[src/rtl/aes_pkg.sv]
// aes_pkg: shared AES-128 types plus inverse key schedule constants
package aes_pkg;
  typedef logic [7:0] ByteType;
  typedef logic [31:0] aes_word;
  typedef aes_word [0:3] key_128;
  localparam int NR = 10;
  localparam ByteType RCON [10] = '{8'h01, 8'h02, 8'h04, 8'h08, 8'h10,
                                    8'h20, 8'h40, 8'h80, 8'h1b, 8'h36};
  typedef enum logic {IDLE, EMIT} inv_kg_state_t;
  // Round r undoes expansion step r-1; rounds outside 1..NR never step back
  function automatic ByteType rcon_for(input logic [3:0] r);
    return (r == 4'd0 || r > 4'(NR)) ? 8'h00 : RCON[r - 4'd1];
  endfunction
endpackage

[src/rtl/aes_inv_key_step.sv]
// aes_inv_key_step: one combinational step back through the AES-128 key schedule
module aes_inv_key_step
  import aes_pkg::*;
(
  input  key_128  key_i,
  input  ByteType rcon_i,
  input  aes_word sub_i,
  output aes_word rot_o,
  output key_128  prev_key_o
);
  aes_word w3;
  assign w3 = key_i[3] ^ key_i[2];
  assign rot_o = {w3[23:0], w3[31:24]};
  assign prev_key_o = {key_i[0] ^ sub_i ^ {rcon_i, 24'h0},
                       key_i[1] ^ key_i[0],
                       key_i[2] ^ key_i[1],
                       w3};
endmodule

[src/rtl/aes_inv_key_gen.sv]
// aes_inv_key_gen: emits AES-128 round keys 10 down to 0 from the round-10 key
module aes_inv_key_gen
  import aes_pkg::*;
(
  input  logic        clk,
  input  logic        nrst,
  input  logic        start,
  input  key_128      key_i,
  output aes_word     Sub_o,
  input  aes_word     Sub_i,
  output key_128      key_o,
  output logic [3:0]  round_o,
  output logic        valid_o,
  input  logic        ready_i,
  output logic        busy_o,
  output logic        done_o
);
  inv_kg_state_t state_q, state_d;
  key_128        key_q, key_d, prev_key;
  logic [3:0]    round_q, round_d;
  logic          done_q, done_d;
  logic          hs;
  aes_inv_key_step u_step (
    .key_i     (key_q),
    .rcon_i    (rcon_for(round_q)),
    .sub_i     (Sub_i),
    .rot_o     (Sub_o),
    .prev_key_o(prev_key)
  );
  always_ff @(posedge clk or negedge nrst) begin
    if (!nrst) begin
      state_q <= IDLE;
      key_q   <= '0;
      round_q <= '0;
      done_q  <= 1'b0;
    end else begin
      state_q <= state_d;
      key_q   <= key_d;
      round_q <= round_d;
      done_q  <= done_d;
    end
  end
  assign hs = (state_q == EMIT) && ready_i;
  always_comb begin
    state_d = state_q;
    key_d   = key_q;
    round_d = round_q;
    done_d  = 1'b0;
    if (state_q == IDLE && start) begin
      state_d = EMIT;
      key_d   = key_i;
      round_d = 4'(NR);
    end else if (hs && round_q == 4'd0) begin
      state_d = IDLE;
      done_d  = 1'b1;
    end else if (hs) begin
      key_d   = prev_key;
      round_d = round_q - 4'd1;
    end
  end
  always_comb begin
    valid_o = state_q == EMIT;
    busy_o  = state_q == EMIT;
    done_o  = done_q;
    key_o   = key_q;
    round_o = round_q;
  end
endmodule

[config.mk]
export PLATFORM = sky130hd
export DESIGN_NAME = aes_inv_key_gen
export DESIGN_NICKNAME = d
export VERILOG_FILES = /design/src/rtl/aes_pkg.sv /design/src/rtl/aes_inv_key_step.sv /design/src/rtl/aes_inv_key_gen.sv
export SDC_FILE = /design/constraint.sdc
export NUM_CORES = 1
export LEC_CHECK = 0
export BUFFER_PORTS_ARGS = -buffer_cell sky130_fd_sc_hd__buf_2
export CAP_MARGIN = 20
export CORE_AREA = 8 8 128 130
export CTS_CLUSTER_DIAMETER = 60
export DETAILED_ROUTE_END_ITERATION = 7
export DIE_AREA = 0 0 136 138
export PLACE_DENSITY = 0.86
export REMOVE_ABC_BUFFERS = 1
export SLEW_MARGIN = 20
export SYNTH_ARGS = -nofsm -noshare
export SYNTH_HDL_FRONTEND = slang
export SYNTH_SLANG_ARGS = --single-unit
[constraint.sdc]
create_clock -name clk -period 7.05 [get_ports clk]
set_input_delay 0 -clock clk [delete_from_list [all_inputs] [get_ports clk]]
set_output_delay 0 -clock clk [all_outputs]
set_load 0.01 [all_outputs]
; ---- Word level (Yosys, flattened, before mapping)
; Memories as Yosys holds them, arrays and structs flattened.
; Index checks and enable logic that the tools add are counted.
; Widths: inputs -> output; s select.
[op_classes]
addsub = 1
n_lt_le_gt_ge = 2
eq_ne = 1
n_mux = 13
n_bitwise = 7
reduce_logical = 8
[op_table]
columns = op, n
row1 = $mux 128, 3
row2 = $xor 32x32->32, 5
row3 = $mux 8, 3
row4 = $mux 4, 3
row5 = $ge 5x5->1 const B, 1
row6 = $not 4->5, 1
row7 = $gt 4x4->1 const B, 1
row8 = $logic_not 4->1, 1
row9 = $mux 1, 4
row10 = $reduce_bool 2->1, 2
row11 = $sub 4x1->4 const B, 1
row12 = $logic_and 1x1->1, 3
row13 = $ne 2x2->1 const B, 1
row14 = $reduce_and 2->1, 1
row15 = $logic_or 1x1->1, 1
row16 = $not 1->1, 1
[word_totals]
reg_bits = 134
mem_bits_ro = 128
in_bits = 164
out_inout_bits = 167
elab_cells = 40
n_memories = 1
[mem_list]
columns = name, words, word_bits, read_ports, rd_ports_with_merged_regs, wr, line_no
row1 = (name not given), 16, 8, 1, 0, 0, aes_pkg.sv:12  ; return (r == 4'd0 || r > 4'(NR)) ? 8'h00 : RCON[r - 4'd1];

; ---- Longest topological paths before layout
; Gate-level depths: netlist of run 1.
[depth]
ltp_word = 10
mapped_depth = 10
ltp_nobuf = 7

; ---- Cells and area by module
; Synthesis of run 1 repeated with hierarchy kept, for this count alone.
[hier_totals]
cells_unflattened = 630
hier_area_um2 = 8511.9
[by_module_without_submodules]
columns = mod, instances, cells_per_inst, area_each_um2, seq_area_each_um2
row1 = aes_inv_key_gen, 1, 470, 7030.5, 3353.2
row2 = aes_inv_key_step, 1, 160, 1481.4, 0.0

; ---- Least setup slack after synthesis of run 1
; No wires, ideal clock.
[synth_path]
path_kind = register to register
start = reg round_q[0] (netlist: round_o[0])
end = reg key_q, in the netlist key_o[121]
setup_time_ns = 0.125
t_arrival_ns = 2.147
t_required_ns = 6.925
setup_slack_ns = 4.778
path_stages_with_launch = 10
path_buffers = 2
cell_sequence = dfrtp_1 > buf_2 > inv_1 > ha_1 > or3b_2 > buf_4 > nand3_4 > nor2_1 > mux2i_1 > mux2_2
[synth_via]
elab_chain_len = 10
elab_cells_between_ends = 16
[synth_rtl]
columns = item, line_no
row1 = from (decl), aes_inv_key_gen.sv:20  ; logic [3:0] round_q, round_d;
row2 = from (signal assigned), aes_inv_key_gen.sv:39  ; round_q <= round_d;
row3 = $sub 4x1->4, aes_pkg.sv:12
row4 = $not 4->5 (not written as such), aes_pkg.sv:12
row5 = $mem_v2 16x8, --
row6 = $mux 8 (not written as such) (2 in series), aes_pkg.sv:12
row7 = $mux 8, aes_pkg.sv:12
row8 = $xor 32x32->32, aes_inv_key_step.sv:14  ; assign prev_key_o = {key_i[0] ^ sub_i ^ {rcon_i, 24'h0},
row9 = $mux 128, aes_inv_key_gen.sv:56  ; end else if (hs) begin
row10 = $mux 128, aes_inv_key_gen.sv:53  ; end else if (hs && round_q == 4'd0) begin
row11 = $mux 128, aes_inv_key_gen.sv:49  ; if (state_q == IDLE && start) begin
row12 = to (signal assigned), aes_inv_key_gen.sv:38  ; key_q <= key_d;
row13 = to (decl), aes_inv_key_gen.sv:19  ; key_128 key_q, key_d, prev_key;
; Parallel ways exist; a longest one is shown, timed or not. The select of a mux whose other input is x is not followed.
; A chain may end at the register's enable or synchronous reset.

; ---- Worst setup path after layout of run 1
[layout_path]
start = reg round_q[0] (netlist: round_o[0])
end = reg key_q, in the netlist key_o[97]
[layout_via]
elab_chain_len = 4
[layout_rtl]
columns = item, line_no
row1 = $logic_not 4->1, aes_inv_key_gen.sv:53
row2 = $logic_and 1x1->1, aes_inv_key_gen.sv:53
row3 = $ne 2x2->1 (no line), --
row4 = $reduce_and 2->1 (no line), --
; Every way passes these cells.

==> metrics.yaml, run 1 <==
clock_network:
  cts_setup_buffers: 0
  ctsResizeCount: 0
  hold_buffers: 157
  cts_tree: "built"
  clockBufferDepth: 2
  insertion_delay_ps: 410
  htreeDepth: 4
  clk_pin_slew_ps: 60
  cts_sinks: 134
  cts.root.buffer_cell: "clkbuf_16"
  numCtsBuffers: 17
timing:
  period_share_pct: 55.2
  setup_viol: 0
  skew_ps: 8.63
  max_slew_margin_pct: 25.0
  slew_viol_final: 0
  rsz0062_at_grt: "no"
  worst_pin_slew_ps: 1130
  finalHoldViolations: 0
  fin_crit_ps: 3890
  max_freq_mhz: 257
placed_design:
  hpwlAfterDp_mm: 16.4
  gp_congestion: 0.867
  io_buffers: 330
worst_setup_path:
  slowest_stage: "nor2_4"
  cp-end-kind: "register"
  cp.required_ps: 7390
  setup.worst_path.class: "reg2reg"
  cp_cell_sequence: "inv_1 > ha_1 > nor3b_1 > nor2_4 > buf_4 > nand2_1 > xor2_1 > o21ai_0 > dlygate4sd3_1"
  path_max_fanout: 52
  critPathMaxStageDelay_ps: 810
  arrival_ps: 4230
  startpoint_type: "register"
floorplanning:
  fp.coreArea_sq_um: 14300
  ios: 331
  die_w_um: 136
  dieArea_sq_um: 18800
  die_h_um: 138
  start_util_pct: 51.4
  row_count: 44
route:
  vias: 8279
  vias_per_cell: 5.55
  drc: 0
  drt_first_iter_violations: 798
  wl_per_cell_um: 19.8
  drtPass1Iterations: 6
  totalWireLength_mm: 29.5
  ant_nets: 0
layout:
  post-route-util_pct: 78.0
  drive_gt1_share_pct: 28.4
  nets: 1463
  area_growth_syn_to_layout_pct: 51.9
grt:
  grt_pass1_wl_mm: 45.5
  grt_usage_pct: 30.4
  grt_remaining_overflow: 0
  grt_max_degree: 257
  grt_pass1_vias: 8571
  antenna_found_initial: 4
synth:
  synth_cells: 836
  netlist_area_sq_um: 7360
  yosysSeqAreaShare_pct: 45.6
  postSynthAreaPerCell_sq_um: 8.80
  yosysWarnings: 0
  synthFlopType: "dfrtp_1"
  synthArstFlopShare_pct: 100
  ys_ff_latch: 134
  synthDistinctLibCells: 49
  synth_edf_count: 0
power:
  p_leak_nw: 5.17
  power_density_nw_per_um2: 481
  total_power_mw: 5.37
  ir_drop_mv: 0.363
run_status:
  outcome: "completed"
flow_run:
  maxCapViolations: 0
worst_hold_path:
  hp-class: "in2reg"
[critical path, delay by kind of cell (launching register included)]
family / cells / cell delay [ps]
flip-flops: 1 / 590
adder cells (fa/ha/maj): 1 / 290
AND/OR/NAND/NOR: 3 / 1150
XOR/XNOR: 1 / 170
buffers and inverters: 3 / 1410
AO/OA/AOI/OAI: 1 / 190
[path summary, 6_finish.rpt]
kind	to	cells after the start	slack, ps	startpoint
worst min-delay path	key_o[122]$_DFFE_PN0P_	5	40	Sub_i[26]
worst max-delay path	key_o[97]$_DFFE_PN0P_	9	3160	round_o[0]$_DFFE_PN0P_
max in group asynchronous	key_o[75]$_DFFE_PN0P_	3	5570	nrst
min in group asynchronous	key_o[68]$_DFFE_PN0P_	2	160	nrst
worst max register to register	key_o[97]$_DFFE_PN0P_	9	3160	round_o[0]$_DFFE_PN0P_
worst min register to register	key_o[124]$_DFFE_PN0P_	2	610	key_o[124]$_DFFE_PN0P_
[synth_stat cells (3+ instances only)]
| cell | number | area [sq um] |
|---|---|---|
| nor2_1 | 17 | 63.8 |
| ha_1 | 5 | 62.6 |
| nand4_1 | 8 | 50.1 |
| nand2b_1 | 4 | 25.0 |
| nand3_1 | 9 | 45.0 |
| clkbuf_1 | 21 | 78.8 |
| nor3b_1 | 3 | 22.5 |
| inv_1 | 5 | 18.8 |
| and3_1 | 8 | 50.1 |
| a211oi_1 | 4 | 30.0 |
| buf_2 | 23 | 115 |
| nor2b_1 | 5 | 31.3 |
| xor2_1 | 152 | 1330 |
| o21ai_0 | 127 | 636 |
| dfrtp_1 | 134 | 3350 |
| buf_4 | 5 | 37.5 |
| a21oi_1 | 9 | 45.0 |
| o211ai_1 | 4 | 30.0 |
| nand2_1 | 248 | 931 |
| nand3b_1 | 4 | 30.0 |
[registers in the layout, summed over array words and instances (netlist names)]
name     flops
key_o      128
round_o      4
done_o       1
busy_o       1
[metrics by stage]
step	cells	TNS, ps	area, sq um	setup WS [ps]	hold WS (ps)
2_1_floorplan	784	-215470	7100	-1690	-296
3_3_place_gp	1302	0	9040	3910	32.1
3_5_place_dp	1302	0	9040	3790	41.7
4_1_cts	1489	0	11200	3250	11.5
5_1_grt	1492	0	11200	2820	43.3
6_report	1492	0	11200	3160	39.3
[routing by layer]
layer | vias to the layer above | track usage, % | routed length [um]
met5 | - | 0 | 9
met4 | 2 | 18.4 | 1730
met3 | 155 | 9.13 | 2700
met2 | 564 | 51.3 | 14700
met1 | 3901 | 32.6 | 10300
li1 | 3657 | - | -
[where the power goes]
group | internal, mW | switching (mW)
Sequential | 1.19 | 0.562
Combinational | 1.23 | 1.55
Clock | 0.507 | 0.327
Total | 2.93 | 2.44
[layout make-up]
class                           instances  area, sq um
Clock buffer                           22          474
Inverter                                5         18.8
Multi-Input combinational cell        645         3740
Antenna cell                            3         7.51
Fill cell                             817         3140
Tap cell                              184          230
Timing Repair Buffer                  491         3270
Clock inverter                          8         76.3
Sequential cell                       134         3350
[logic make-up after synthesis]
logic type | after synthesis | synth area share [%]
XOR/XNOR | 154 | 18.4
flip-flops | 134 | 45.6
buffers and inverters | 57 | 3.76
AO/OA/AOI/OAI | 163 | 12.3
multiplexers | 2 | 0.289
AND/OR/NAND/NOR | 321 | 18.8
adder cells (fa/ha/maj) | 5 | 0.850
[placed cells by master, fill, tap and decap left out, drive strengths merged, types with 2 or more instances in the layout]
cell | netlist | final
nand3b | 4 | 4
o31ai | 2 | 2
buf | 31 | 334
nor3b | 3 | 3
a211oi | 5 | 5
clkinv | 0 | 4
and2 | 2 | 2
xor2 | 153 | 153
nand2b | 4 | 4
inv | 5 | 5
nand2 | 248 | 248
nand4 | 8 | 8
nor2 | 18 | 18
dfrtp | 134 | 134
nor4 | 3 | 3
diode | 0 | 3
clkbuf | 21 | 22
nor4b | 2 | 2
a41oi | 2 | 2
o2bb2ai | 2 | 2
a2bb2oi | 2 | 2
nor2b | 5 | 5
ha | 5 | 5
dlygate4sd3 | 0 | 157
and3 | 8 | 8
a32oi | 2 | 2
nand3 | 10 | 10
a21oi | 9 | 9
a211o | 2 | 2
clkinvlp | 0 | 3
a2111oi | 2 | 2
o21ai | 127 | 127
o211ai | 4 | 4
or3 | 2 | 2
(Power assumes the default switching activity.)
==> run 2: changes to the inputs <==
CORE_AREA = 8 8 133 135   (was 8 8 128 130)
DIE_AREA = 0 0 141 143   (was 0 0 136 138)
PLACE_DENSITY = 0.81   (was 0.86)
clock period = 3.8 ns   (was 7.05 ns; I/O delays follow)
==> metrics.yaml, run 2 (synthesized netlist as in run 1, its figures left out) <==
run_status:
  outcome: "completed"
timing:
  tns_ps: 0
  max_slew_margin_pct: 49.8
  skew_ps: 10.1
  finalHoldViolations: 0
  period_share_pct: 88.2
  max_freq_mhz: 298
  worst_pin_slew_ps: 753
  slew_viol_final: 0
  rsz0062_at_grt: "no"
  fin_crit_ps: 3350
  setup_viol: 0
layout:
  final_cell_mix: "329 x buf_2, 248 x nand2_1, 155 x dlygate4sd3_1"
  final_common_cell: "buf_2"
  largest_register_ffs: 128
  nets: 1463
  area_growth_syn_to_layout_pct: 53.6
  drive_gt1_share_pct: 28.5
route:
  drc: 0
  drtPass1Iterations: 6
  drt_first_iter_violations: 467
  wl_per_cell_um: 18.4
  totalWireLength_mm: 28.0
  ant_nets: 0
  vias_per_cell: 5.29
  vias: 8067
worst_hold_path:
  worstHoldPathCells: 5
  whs_endpoint: "key_o[123]$_DFFE_PN0P_"
  hp-class: "in2reg"
  hp-start: "Sub_i[27]"
worst_setup_path:
  cp.required_ps: 4140
  setup.worst_path.class: "reg2reg"
  reg2reg_depth: 9
  cp-end-kind: "register"
  startpoint_type: "register"
  r2r-start: "round_o[0]$_DFFE_PN0P_"
  rr_endpoint: "key_o[116]$_DFFE_PN0P_"
  r2r_slack_ps: 450
  path_max_fanout: 54
  critPathMaxStageDelay_ps: 630
  slowest_stage: "dfrtp_1"
  arrival_ps: 3690
  cp_cell_sequence: "inv_1 > ha_1 > nor3b_1 > nor2_4 > buf_12 > nand2_1 > xor2_1 > o21ai_0 > dlygate4sd3_1"
  crit_buf_inv: 3
  cp_top_family: "buffers and inverters"
clock_network:
  cts_sinks: 134
  cts_setup_buffers: 0
  htreeDepth: 4
  cts.root.buffer_cell: "clkbuf_16"
  numCtsBuffers: 17
  clockBufferDepth: 2
  cts_tree: "built"
  clk_pin_slew_ps: 60
  insertion_delay_ps: 410
grt:
  antenna_found_initial: 3
  grt_remaining_overflow: 0
  grt_max_degree: 153
  grt_usage_pct: 27.8
  grt_pass1_vias: 8522
  grt_pass1_wl_mm: 44.7
floorplanning:
  die_w_um: 141
  die_h_um: 143
  fp.coreArea_sq_um: 15600
  ios: 331
  row_count: 46
  dieArea_sq_um: 20200
  start_util_pct: 47.2
power:
  total_power_mw: 10.0
  p_leak_nw: 5.21
  power_density_nw_per_um2: 885
  ir_drop_mv: 0.480
placed_design:
  gp_congestion: 0.871
  io_buffers: 330
  hpwlAfterDp_mm: 16.6
flow_run:
  maxCapViolations: 0
[run 2: changes by cell type in the layout (fill, tap and decap cells not counted), sizes merged]
cell         delta
buf             +2
clkinvlp        -1
bufinv          +3
dlygate4sd3     -2
clkbuf          +1
clkinv          -1
[run 2: worst max path at each step]
stage / startpoint / endpoint / slack, ps / depth (start not counted)
finish: round_o[0]$_DFFE_PN0P_ / key_o[116]$_DFFE_PN0P_ / 450 / 9
global route: round_o[0]$_DFFE_PN0P_ / key_o[116]$_DFFE_PN0P_ / 240 / 9
CTS: round_o[0]$_DFFE_PN0P_ / key_o[118]$_DFFE_PN0P_ / 660 / 9
detailed placement: round_o[0]$_DFFE_PN0P_ / key_o[16]$_DFFE_PN0P_ / 1170 / 8
global placement: round_o[0]$_DFFE_PN0P_ / key_o[27]$_DFFE_PN0P_ / 1320 / 8
floorplan: busy_o$_DFFE_PN0P_ / key_o[0]$_DFFE_PN0P_ / -4940 / 2
[run 2: tightest hold or removal path: cells and delay by family]
family          cells  cell delay (ps)
compound gates      1               70
buf+inv             1              110
simple gates        3              220
[run 2: repair_timing]
item                                   4_1_cts  5_1_grt
resized for setup                            0        0
endpoints found under the hold margin      186        0
hold buffers                               155        0
[run 2: layer usage]
layer / share of wire, % / routed length [um] / GRT usage, % / vias up
li1: - / - / - / 3668
met1: 36 / 9990 / 29.5 / 3768
met2: 51 / 14200 / 47.6 / 498
met3: 8.1 / 2280 / 8.11 / 133
met4: 5.6 / 1570 / 18.2 / 0
met5: 0 / 0 / 0 / -
[run 2: area by class of cell]
type	count	area, sq um
antenna	3	7.51
clock buffer	23	458
clock inverter	9	150
fill	1020	4300
inverter	5	18.8
multi-input combinational	645	3740
sequential	134	3350
tap	216	270
timing repair buffer	491	3300
[run 2: through the flow]
| stage | util [%] | worst slack, ps | cells | hold WS, ps | area, sq um |
|---|---|---|---|---|---|
| 3_3_place_gp | 58.6 | 1320 | 1336 | 24.7 | 9130 |
| 3_5_place_dp | 58.6 | 1170 | 1336 | 26.4 | 9130 |
| 6_report | 72.5 | 450 | 1526 | 35.3 | 11300 |
| 5_1_grt | 72.5 | 240 | 1526 | 51.2 | 11300 |
| 4_1_cts | 72.4 | 657 | 1523 | 13.6 | 11300 |
| 2_1_floorplan | - | -4940 | 784 | -296 | 7100 |
[run 2: power breakdown]
group | internal [mW] | leakage [nW] | switching (mW)
Clock | 1.11 | 0.291 | 0.602
Combinational | 2.28 | 3.34 | 2.78
Sequential | 2.21 | 1.58 | 1.01
Total | 5.60 | 5.21 | 4.40
